File: src/rtl/param_updown_counter_pkg.sv
// param_counter_pkg: shared types and constants for param_updown_counter.
//   mode_e  : counting mode selector (WRAP / MODULO / SAT / ONESHOT)
//   state_e : one-shot sequencer state (RUN / DONE)
//   DIR_UP / DIR_DOWN : values of the dir input
package param_counter_pkg;

  typedef enum logic [1:0] {
    MODE_WRAP    = 2'd0,
    MODE_MODULO  = 2'd1,
    MODE_SAT     = 2'd2,
    MODE_ONESHOT = 2'd3
  } mode_e;

  typedef enum logic {
    ST_RUN  = 1'b0,
    ST_DONE = 1'b1
  } state_e;

  localparam logic DIR_UP   = 1'b0;
  localparam logic DIR_DOWN = 1'b1;

endpackage

File: src/rtl/param_updown_counter_prescaler.sv
// tick_prescaler: enable divider for param_updown_counter.
//   clk, rst  : clock, async active-high reset
//   en        : advance enable; psc holds when low
//   clear     : accepted load; restarts the period
//   prescale  : tick every prescale+1 enabled cycles
//   tick      : combinational, high on the enabled cycle that ends a period
module tick_prescaler #(
  parameter int PSC_W = 4
) (
  input  logic             clk,
  input  logic             rst,
  input  logic             en,
  input  logic             clear,
  input  logic [PSC_W-1:0] prescale,
  output logic             tick
);

  logic [PSC_W-1:0] psc;

  assign tick = en && (psc == prescale);

  // If prescale is lowered below the current psc, psc runs on and wraps
  // through zero before matching again; no special handling is wanted.
  always_ff @(posedge clk or posedge rst) begin
    if (rst)       psc <= '0;
    else if (clear) psc <= '0;
    else if (tick)  psc <= '0;
    else if (en)    psc <= psc + 1'b1;
  end

endmodule

File: src/rtl/param_updown_counter.sv
// param_updown_counter: parameterised up/down counter on a shared bus.
//   Parameters: WIDTH (2..32) counter/bus width, PSC_W prescaler width.
//   clk, rst      : clock, async active-high reset
//   en            : count enable (gates the prescaler)
//   load/load_val : synchronous parallel load, accepted only while oe=0
//   dir           : 0 up, 1 down
//   mode          : 0 WRAP, 1 MODULO, 2 SAT, 3 ONESHOT
//   limit         : modulo / one-shot bound
//   prescale      : tick every prescale+1 enabled cycles
//   oe            : drive count onto the bus
//   count_out     : current count; count_oe : per-bit drive enable (= oe)
//   tc            : registered one-cycle terminal-count pulse
//   done          : one-shot finished flag
// Optional (define PARAM_COUNTER_CAPTURE_EN):
//   capture -> cap_val/cap_valid snapshot of the pre-update count.
import param_counter_pkg::*;

module param_updown_counter #(
  parameter int WIDTH = 8,
  parameter int PSC_W = 4
) (
  input  logic             clk,
  input  logic             rst,
  input  logic             en,
  input  logic             load,
  input  logic [WIDTH-1:0] load_val,
  input  logic             dir,
  input  logic [1:0]       mode,
  input  logic [WIDTH-1:0] limit,
  input  logic [PSC_W-1:0] prescale,
  input  logic             oe,
`ifdef PARAM_COUNTER_CAPTURE_EN
  input  logic             capture,
  output logic [WIDTH-1:0] cap_val,
  output logic             cap_valid,
`endif
  output logic [WIDTH-1:0] count_out,
  output logic [WIDTH-1:0] count_oe,
  output logic             tc,
  output logic             done
);

  localparam logic [WIDTH-1:0] MAX = '1;

  mode_e            mode_q;
  state_e           state;
  logic [WIDTH-1:0] count;
  logic             load_acc;
  logic             tick;

  assign mode_q    = mode_e'(mode);
  assign load_acc  = load && !oe;   // bus is ours while driving; no load then
  assign count_out = count;
  assign count_oe  = {WIDTH{oe}};   // not reset: tracks oe directly

  tick_prescaler #(.PSC_W(PSC_W)) u_psc (
    .clk      (clk),
    .rst      (rst),
    .en       (en),
    .clear    (load_acc),
    .prescale (prescale),
    .tick     (tick)
  );

  always_ff @(posedge clk or posedge rst) begin
    if (rst) begin
      count <= '0;
      tc    <= 1'b0;
      done  <= 1'b0;
      state <= ST_RUN;
    end else if (load_acc) begin
      count <= load_val;
      tc    <= 1'b0;
      done  <= 1'b0;
      state <= ST_RUN;
    end else begin
      tc <= 1'b0;
      // Leaving ONESHOT releases DONE; this edge then counts under the new mode.
      if (state == ST_DONE && mode_q != MODE_ONESHOT) begin
        state <= ST_RUN;
        done  <= 1'b0;
      end
      if (tick) begin
        case (mode_q)
          MODE_WRAP: begin
            if (dir == DIR_UP) begin
              count <= count + 1'b1;
              tc    <= (count == MAX);
            end else begin
              count <= count - 1'b1;
              tc    <= (count == '0);
            end
          end
          MODE_MODULO: begin
            if (dir == DIR_UP) begin
              if (count >= limit) begin
                count <= '0;
                tc    <= 1'b1;
              end else begin
                count <= count + 1'b1;
              end
            end else begin
              if (count == '0) begin
                count <= limit;
                tc    <= 1'b1;
              end else begin
                count <= count - 1'b1;
              end
            end
          end
          MODE_SAT: begin
            // tc only on the step that lands on the rail, not while parked.
            if (dir == DIR_UP) begin
              if (count != MAX) begin
                count <= count + 1'b1;
                tc    <= (count == MAX - 1'b1);
              end
            end else begin
              if (count != '0) begin
                count <= count - 1'b1;
                tc    <= (count == {{(WIDTH-1){1'b0}}, 1'b1});
              end
            end
          end
          MODE_ONESHOT: begin
            if (state == ST_RUN) begin
              if ((dir == DIR_UP && count == limit) ||
                  (dir == DIR_DOWN && count == '0)) begin
                state <= ST_DONE;
                done  <= 1'b1;
                tc    <= 1'b1;
              end else if (dir == DIR_UP) begin
                count <= count + 1'b1;   // above limit: wraps through 0
              end else begin
                count <= count - 1'b1;
              end
            end
          end
          default: ;
        endcase
      end
    end
  end

`ifdef PARAM_COUNTER_CAPTURE_EN
  // Snapshot is of the count before this edge's update; a simultaneous
  // capture wins over the load's clear of cap_valid.
  always_ff @(posedge clk or posedge rst) begin
    if (rst) begin
      cap_val   <= '0;
      cap_valid <= 1'b0;
    end else if (capture) begin
      cap_val   <= count;
      cap_valid <= 1'b1;
    end else if (load_acc) begin
      cap_valid <= 1'b0;
    end
  end
`endif

endmodule
File: config.mk
export PLATFORM = sky130hd
export DESIGN_NAME = param_updown_counter
export DESIGN_NICKNAME = d
export VERILOG_FILES = /design/src/rtl/param_updown_counter_pkg.sv /design/src/rtl/param_updown_counter_prescaler.sv /design/src/rtl/param_updown_counter.sv
export SDC_FILE = /design/constraint.sdc
export NUM_CORES = 1
export LEC_CHECK = 0
export BUFFER_PORTS_ARGS = -buffer_cell sky130_fd_sc_hd__buf_2
export CORE_MARGIN = 2
export CORE_UTILIZATION = 40
export CTS_CLUSTER_DIAMETER = 60
export DETAILED_ROUTE_END_ITERATION = 8
export SYNTH_ARGS = -nofsm -noshare
export SYNTH_HDL_FRONTEND = slang
export SYNTH_SLANG_ARGS = --single-unit
File: constraint.sdc
create_clock -name clk -period 3.6 [get_ports clk]
set_input_delay 0.54 -clock clk [delete_from_list [all_inputs] [get_ports clk]]
set_output_delay 0.54 -clock clk [all_outputs]
set_load 0.01 [all_outputs]
==> Word level (Yosys, flattened, before mapping) <==
Index checks and enable logic that the tools add are counted.
Widths: inputs -> output; s select.
{ "word_totals": {"ff_bits": 15} }
{ "classes": {"n_addsub": 3, "order_cmp": 1, "n_eq_ne": 14, "muxes": 39, "n_bitwise": 1, "reduce_logical": 13} }
{ "op_table": {"columns": ["cell", "count"], "rows": [
  ["$mux 8", 11],
  ["$pmux 8 s4", 1],
  ["$mux 1", 23],
  ["$eq 8x8->1 const B", 2],
  ["$mux 4", 3],
  ["$add 8x1->8 const B", 1],
  ["$eq 8x1->1 const B", 1],
  ["$eq 8x8->1", 1],
  ["$ge 8x8->1", 1],
  ["$logic_not 8->1", 1],
  ["$ne 4x4->1 const B", 2],
  ["$ne 8x8->1 const B", 1],
  ["$reduce_bool 8->1", 1],
  ["$sub 8x1->8 const B", 1],
  ["$ne 3x3->1 const B", 2],
  ["$logic_and 1x1->1", 5],
  ["$reduce_and 5->1", 1],
  ["$add 4x1->4 const B", 1],
  ["$eq 2x2->1 const B", 2],
  ["$eq 4x4->1", 1],
  ["$pmux 1 s4", 1],
  ["$reduce_bool 3->1", 1],
  ["$eq 2x1->1 const B", 1],
  ["$logic_not 2->1", 1],
  ["5 further kinds", 5]
]} }

==> Logic depth before layout (Yosys ltp) <==
{ "depth": {"ltp_word": 8, "mapped_depth": 9, "depth_no_buf": 8} }

==> Hierarchy <==
From an unflattened synthesis, not the netlist that was laid out.
{ "unflattened": {"hier_cells": 206, "hier_area_um2": 1714.1} }
{ "modules_own_cells": {"columns": ["module", "instances", "cells_per_inst", "area_each_um2"], "rows": [
  ["param_updown_counter", 1, 175, 1418.9],
  ["tick_prescaler", 1, 31, 295.3]
]} }

==> Worst setup path after synthesis <==
Ideal clock, no wire load.
{ "synth_timing": {"path_type": "register -> register", "startpoint": "reg count[4] (netlist: count_out[4])", "endpoint": "reg count[3] (netlist: count_out[3])", "setup_ns": 0.122, "arrival_time_ns": 2.187, "setup_slack_ns": 1.292, "stages_incl_launch_ff": 8, "synth_period_minus_slack_ns": 2.308, "path_cell_list": "dfrtp_1 buf_6 or4_4 or4_4 buf_6 o211ai_2 o211ai_1 a32o_1"} }
{ "synth_via": {"elab_chain_cells": 6} }
{ "synth_lines": {"columns": ["element", "line_no", "rtl"], "rows": [
  ["from (decl)", "param_updown_counter.sv:47", "logic [WIDTH-1:0] count;"],
  ["from (signal assigned)", "param_updown_counter.sv:72", "count <= load_val;"],
  ["from (signal assigned)", "param_updown_counter.sv:87", "count <= count + 1'b1;"],
  ["from (signal assigned)", "param_updown_counter.sv:90", "count <= count - 1'b1;"],
  ["$ge 8x8->1 or $logic_not 8->1 (tied branches)", "param_updown_counter.sv:96, param_updown_counter.sv:103, param_updown_counter.sv:128", null],
  ["$mux 8, on equally long branches", "param_updown_counter.sv:96, param_updown_counter.sv:103", null],
  ["$mux 8", "param_updown_counter.sv:95", "if (dir == DIR_UP) begin"],
  ["$pmux 8 s4", "param_updown_counter.sv:84", "case (mode_q)"],
  ["$mux 8", "param_updown_counter.sv:83", "if (tick) begin"],
  ["$mux 8", "param_updown_counter.sv:71", "end else if (load_acc) begin"]
]} }
Parallel ways exist; a longest one is shown, timed or not. The select of a mux whose other input is x is not followed.
A chain may end at the register's enable or synchronous reset.

==> Final worst setup path <==
{ "layout_timing": {"startpoint": "reg count[0] (netlist: count_out[0])", "endpoint": "reg count[2] (netlist: count_out[2])"} }
{ "layout_via": {"elab_chain_cells": 7} }
{ "layout_lines": {"columns": ["element", "line_no", "rtl"], "rows": [
  ["$add 8x1->8 or $sub 8x1->8 (tied branches)", null, null],
  ["$mux 8", "param_updown_counter.sv:86, param_updown_counter.sv:132", null],
  ["$mux 8", "param_updown_counter.sv:127", "if ((dir == DIR_UP && count == limit) ||"],
  ["$mux 8", "param_updown_counter.sv:126", "if (state == ST_RUN) begin"],
  ["$pmux 8 s4", "param_updown_counter.sv:84", null],
  ["$mux 8", "param_updown_counter.sv:83", null],
  ["$mux 8", "param_updown_counter.sv:71", null]
]} }
Parallel ways exist; a longest one is shown, timed or not. The select of a mux whose other input is x is not followed.

==> impl_metrics.json <==
{
  "synthDistinctLibCells": 50,
  "cts_setup_buffers": 0,
  "crit_slowest_cell": "dfrtp_1",
  "clkSlewWorstSetupHoldPaths_ns": 0.07,
  "synth.net_count": 256,
  "rsz0062_at_grt": "false",
  "intPower_mw": 0.440,
  "syn_area_um2": 1690,
  "via_per_inst": 5.57,
  "power.total_mw": 0.777,
  "final_common_cell": "buf_2",
  "wl_um": 4340,
  "cpLargestDelayFamily": "compound AO/OA/AOI/OAI gates",
  "initial_core_util_pct": 41.8,
  "ys_ff_latch": 15,
  "portBuffers": 45,
  "hold_path.class": "input port to async pin",
  "worst_slew_pin_slew_ns": 0.625,
  "finalCritPeriodShare_pct": 68.1,
  "grt_start_max_net_pins": 25,
  "endpoint_kind": "flop",
  "status": "complete, no violations",
  "grt_pass1_vias": 1415,
  "crit_chain": "inv_1 -> ha_1 -> nand3b_1 -> nor3_2 -> o311ai_0 -> a31o_2 -> o41ai_1 -> a22o_1",
  "cts_resized": 0,
  "final_cell_mix": "buf_2, nand2_1, inv_1, dfrtp_1, ha_1",
  "final_hold_viol_count": 0,
  "drive_gt1_share_pct": 24.3,
  "fp-row-count": 23,
  "worstSetupPathType": "flop to flop",
  "arrival_ns": 2.59,
  "period_minus_slack_ns": 2.45,
  "antenna_found_initial": 0,
  "antenna_left": 0,
  "drv_cap": 0,
  "finalNonFillerCells": 293,
  "cts-root-buf": "clkbuf_8",
  "netlist_instances": 214,
  "grt_overflow_total": 0,
  "leakagePower_nw": 0.866,
  "power_frac_comb_pct": 45.1,
  "drv_slew": 0,
  "synth-async-reset-ratio_pct": 100,
  "power-per-cell-area_nw_per_um2": 411,
  "io_pins": 46,
  "synth-seq-area-share_pct": 22.3,
  "finish.utilization_pct": 47.0,
  "insertion_delay_ns": 0.26,
  "pwr-share-clk_pct": 19.0,
  "slew_headroom_pct": 57.9,
  "grtUsageTotal_pct": 19.7,
  "cts_htree_levels": 1,
  "yosys_warnings": 0,
  "dr.first_iter.drc_count": 142,
  "grt_pass1_wl_um": 6940,
  "synth_edf_count": 0,
  "slowest_delay_ns": 0.51,
  "wire_per_inst_um": 14.8,
  "coreArea_um2": 4030,
  "path_max_fanout": 11,
  "fin_setup_tns_ns": 0,
  "final_cell_area_um2": 1890,
  "finish.net_count": 286,
  "p_switching_mw": 0.337,
  "area_growth_syn_to_layout_pct": 12.3,
  "dp.cells": 289,
  "ir_worst_vdd_mv": 0.194,
  "cts_tree": "yes",
  "cts_made_buffers": 3,
  "cp.required_ns": 3.74,
  "place.gp.congestion": 0.925,
  "swShare_pct": 43.4,
  "fp.dieW_um": 68.9,
  "synth-main-ff-cell": "dfrtp_1",
  "clock_path_buffers": 2,
  "postPlaceCellArea_um2": 1850,
  "dp_hpwl_um": 3160,
  "path_buf_inv": 1,
  "antenna_cells": 0,
  "cts_hold_buffers": 0,
  "dr.pass1.iters": 4,
  "die_h_um": 68.9,
  "max_freq_ghz": 0.408,
  "finalSetupViolCount": 0,
  "vias": 1632,
  "clock-sinks": 15,
  "avgSynthCellArea_um2": 7.88,
  "die_area_um2": 4750,
  "finClkSkew_ns": 0.00543,
  "start_kind": "flop",
  "seqPwrFrac_pct": 35.9,
  "drc_errors": 0
}
==> Yosys cell counts (all sizes together), types with 4 or more instances <==
library cell	instances	area share [%]
nand2	22	4.9
buf	17	7.3
inv	16	3.6
dfrtp	15	22
ha	14	10
a21oi	12	3.6
nor2	10	2.2
nand3	8	2.4
o21ai	8	2.4
xnor2	8	4.2
nand2b	7	2.6
o211ai	6	3.0
clkbuf	5	1.1
o22ai	5	1.9
xor2	5	2.6
nor3	4	1.5
nor4	4	1.5
==> worst paths after layout <==
kind / cells past startpoint / startpoint / end / slack, ns
max: 8 / count_out[0] / count_out[2] / 1.15
min: 2 / rst / u_psc.psc[0] / 0.35
max reg2reg: 8 / count_out[0] / count_out[2] / 1.15
min reg2reg: 2 / u_psc.psc[2] / u_psc.psc[2] / 0.56
max in group asynchronous: 2 / rst / u_psc.psc[1] / 2.84
min in group clk: 2 / u_psc.psc[2] / u_psc.psc[2] / 0.56
==> layout make-up <==
cell class | instances | area (um2)
fill | 431 | 2140
multi-input combinational | 161 | 1110
sequential | 15 | 375
timing repair buffer | 47 | 240
tap | 50 | 62.6
inverter | 16 | 60.1
clock buffer | 3 | 41.3
clock inverter | 1 | 5.00
==> sequential cells by signal (all words and copies together) (netlist names) <==
name       cells
count_out      8
done           1
state          1
tc             1
u_psc.psc      4
==> power by group through the flow <==
stage	Combinational (mW)	Clock [mW]	Sequential, mW
finish	0.351	0.148	0.279
CTS	0.351	0.153	0.278
global placement	0.347	0	0.283
global route	0.394	0.159	0.290
floorplan	0.294	0	0.243
detailed placement	0.348	0	0.282
==> per-layer routing <==
metal | global-route usage, % | part of all wire [%]
met5 | 0 | 0
met4 | 4.41 | 0.78
met3 | 2.60 | 5.9
met2 | 30.5 | 44
met1 | 28.8 | 49
==> logic make-up (layout without fill, tap and decap cells) <==
logic type | Yosys count | after routing | synth area share (%)
and+or+nand+nor | 78 | 78 | 25.5
AOI/OAI and AO/OA | 53 | 53 | 21.3
buffers and inverters | 38 | 67 | 12.0
DFF | 15 | 15 | 22.3
adders and majority gates | 14 | 14 | 10.4
xor gates and xnor gates | 13 | 13 | 6.76
muxes | 3 | 3 | 1.86
==> stage by stage <==
step                hold slack, ns  setup WS (ns)
floorplan                    0.441           1.29
global placement             0.547           1.18
detailed placement           0.558           1.13
CTS                          0.385           1.16
global route                 0.419           1.01
finish                       0.354           1.15
No activity file was read; power rests on OpenSTA's default activity.
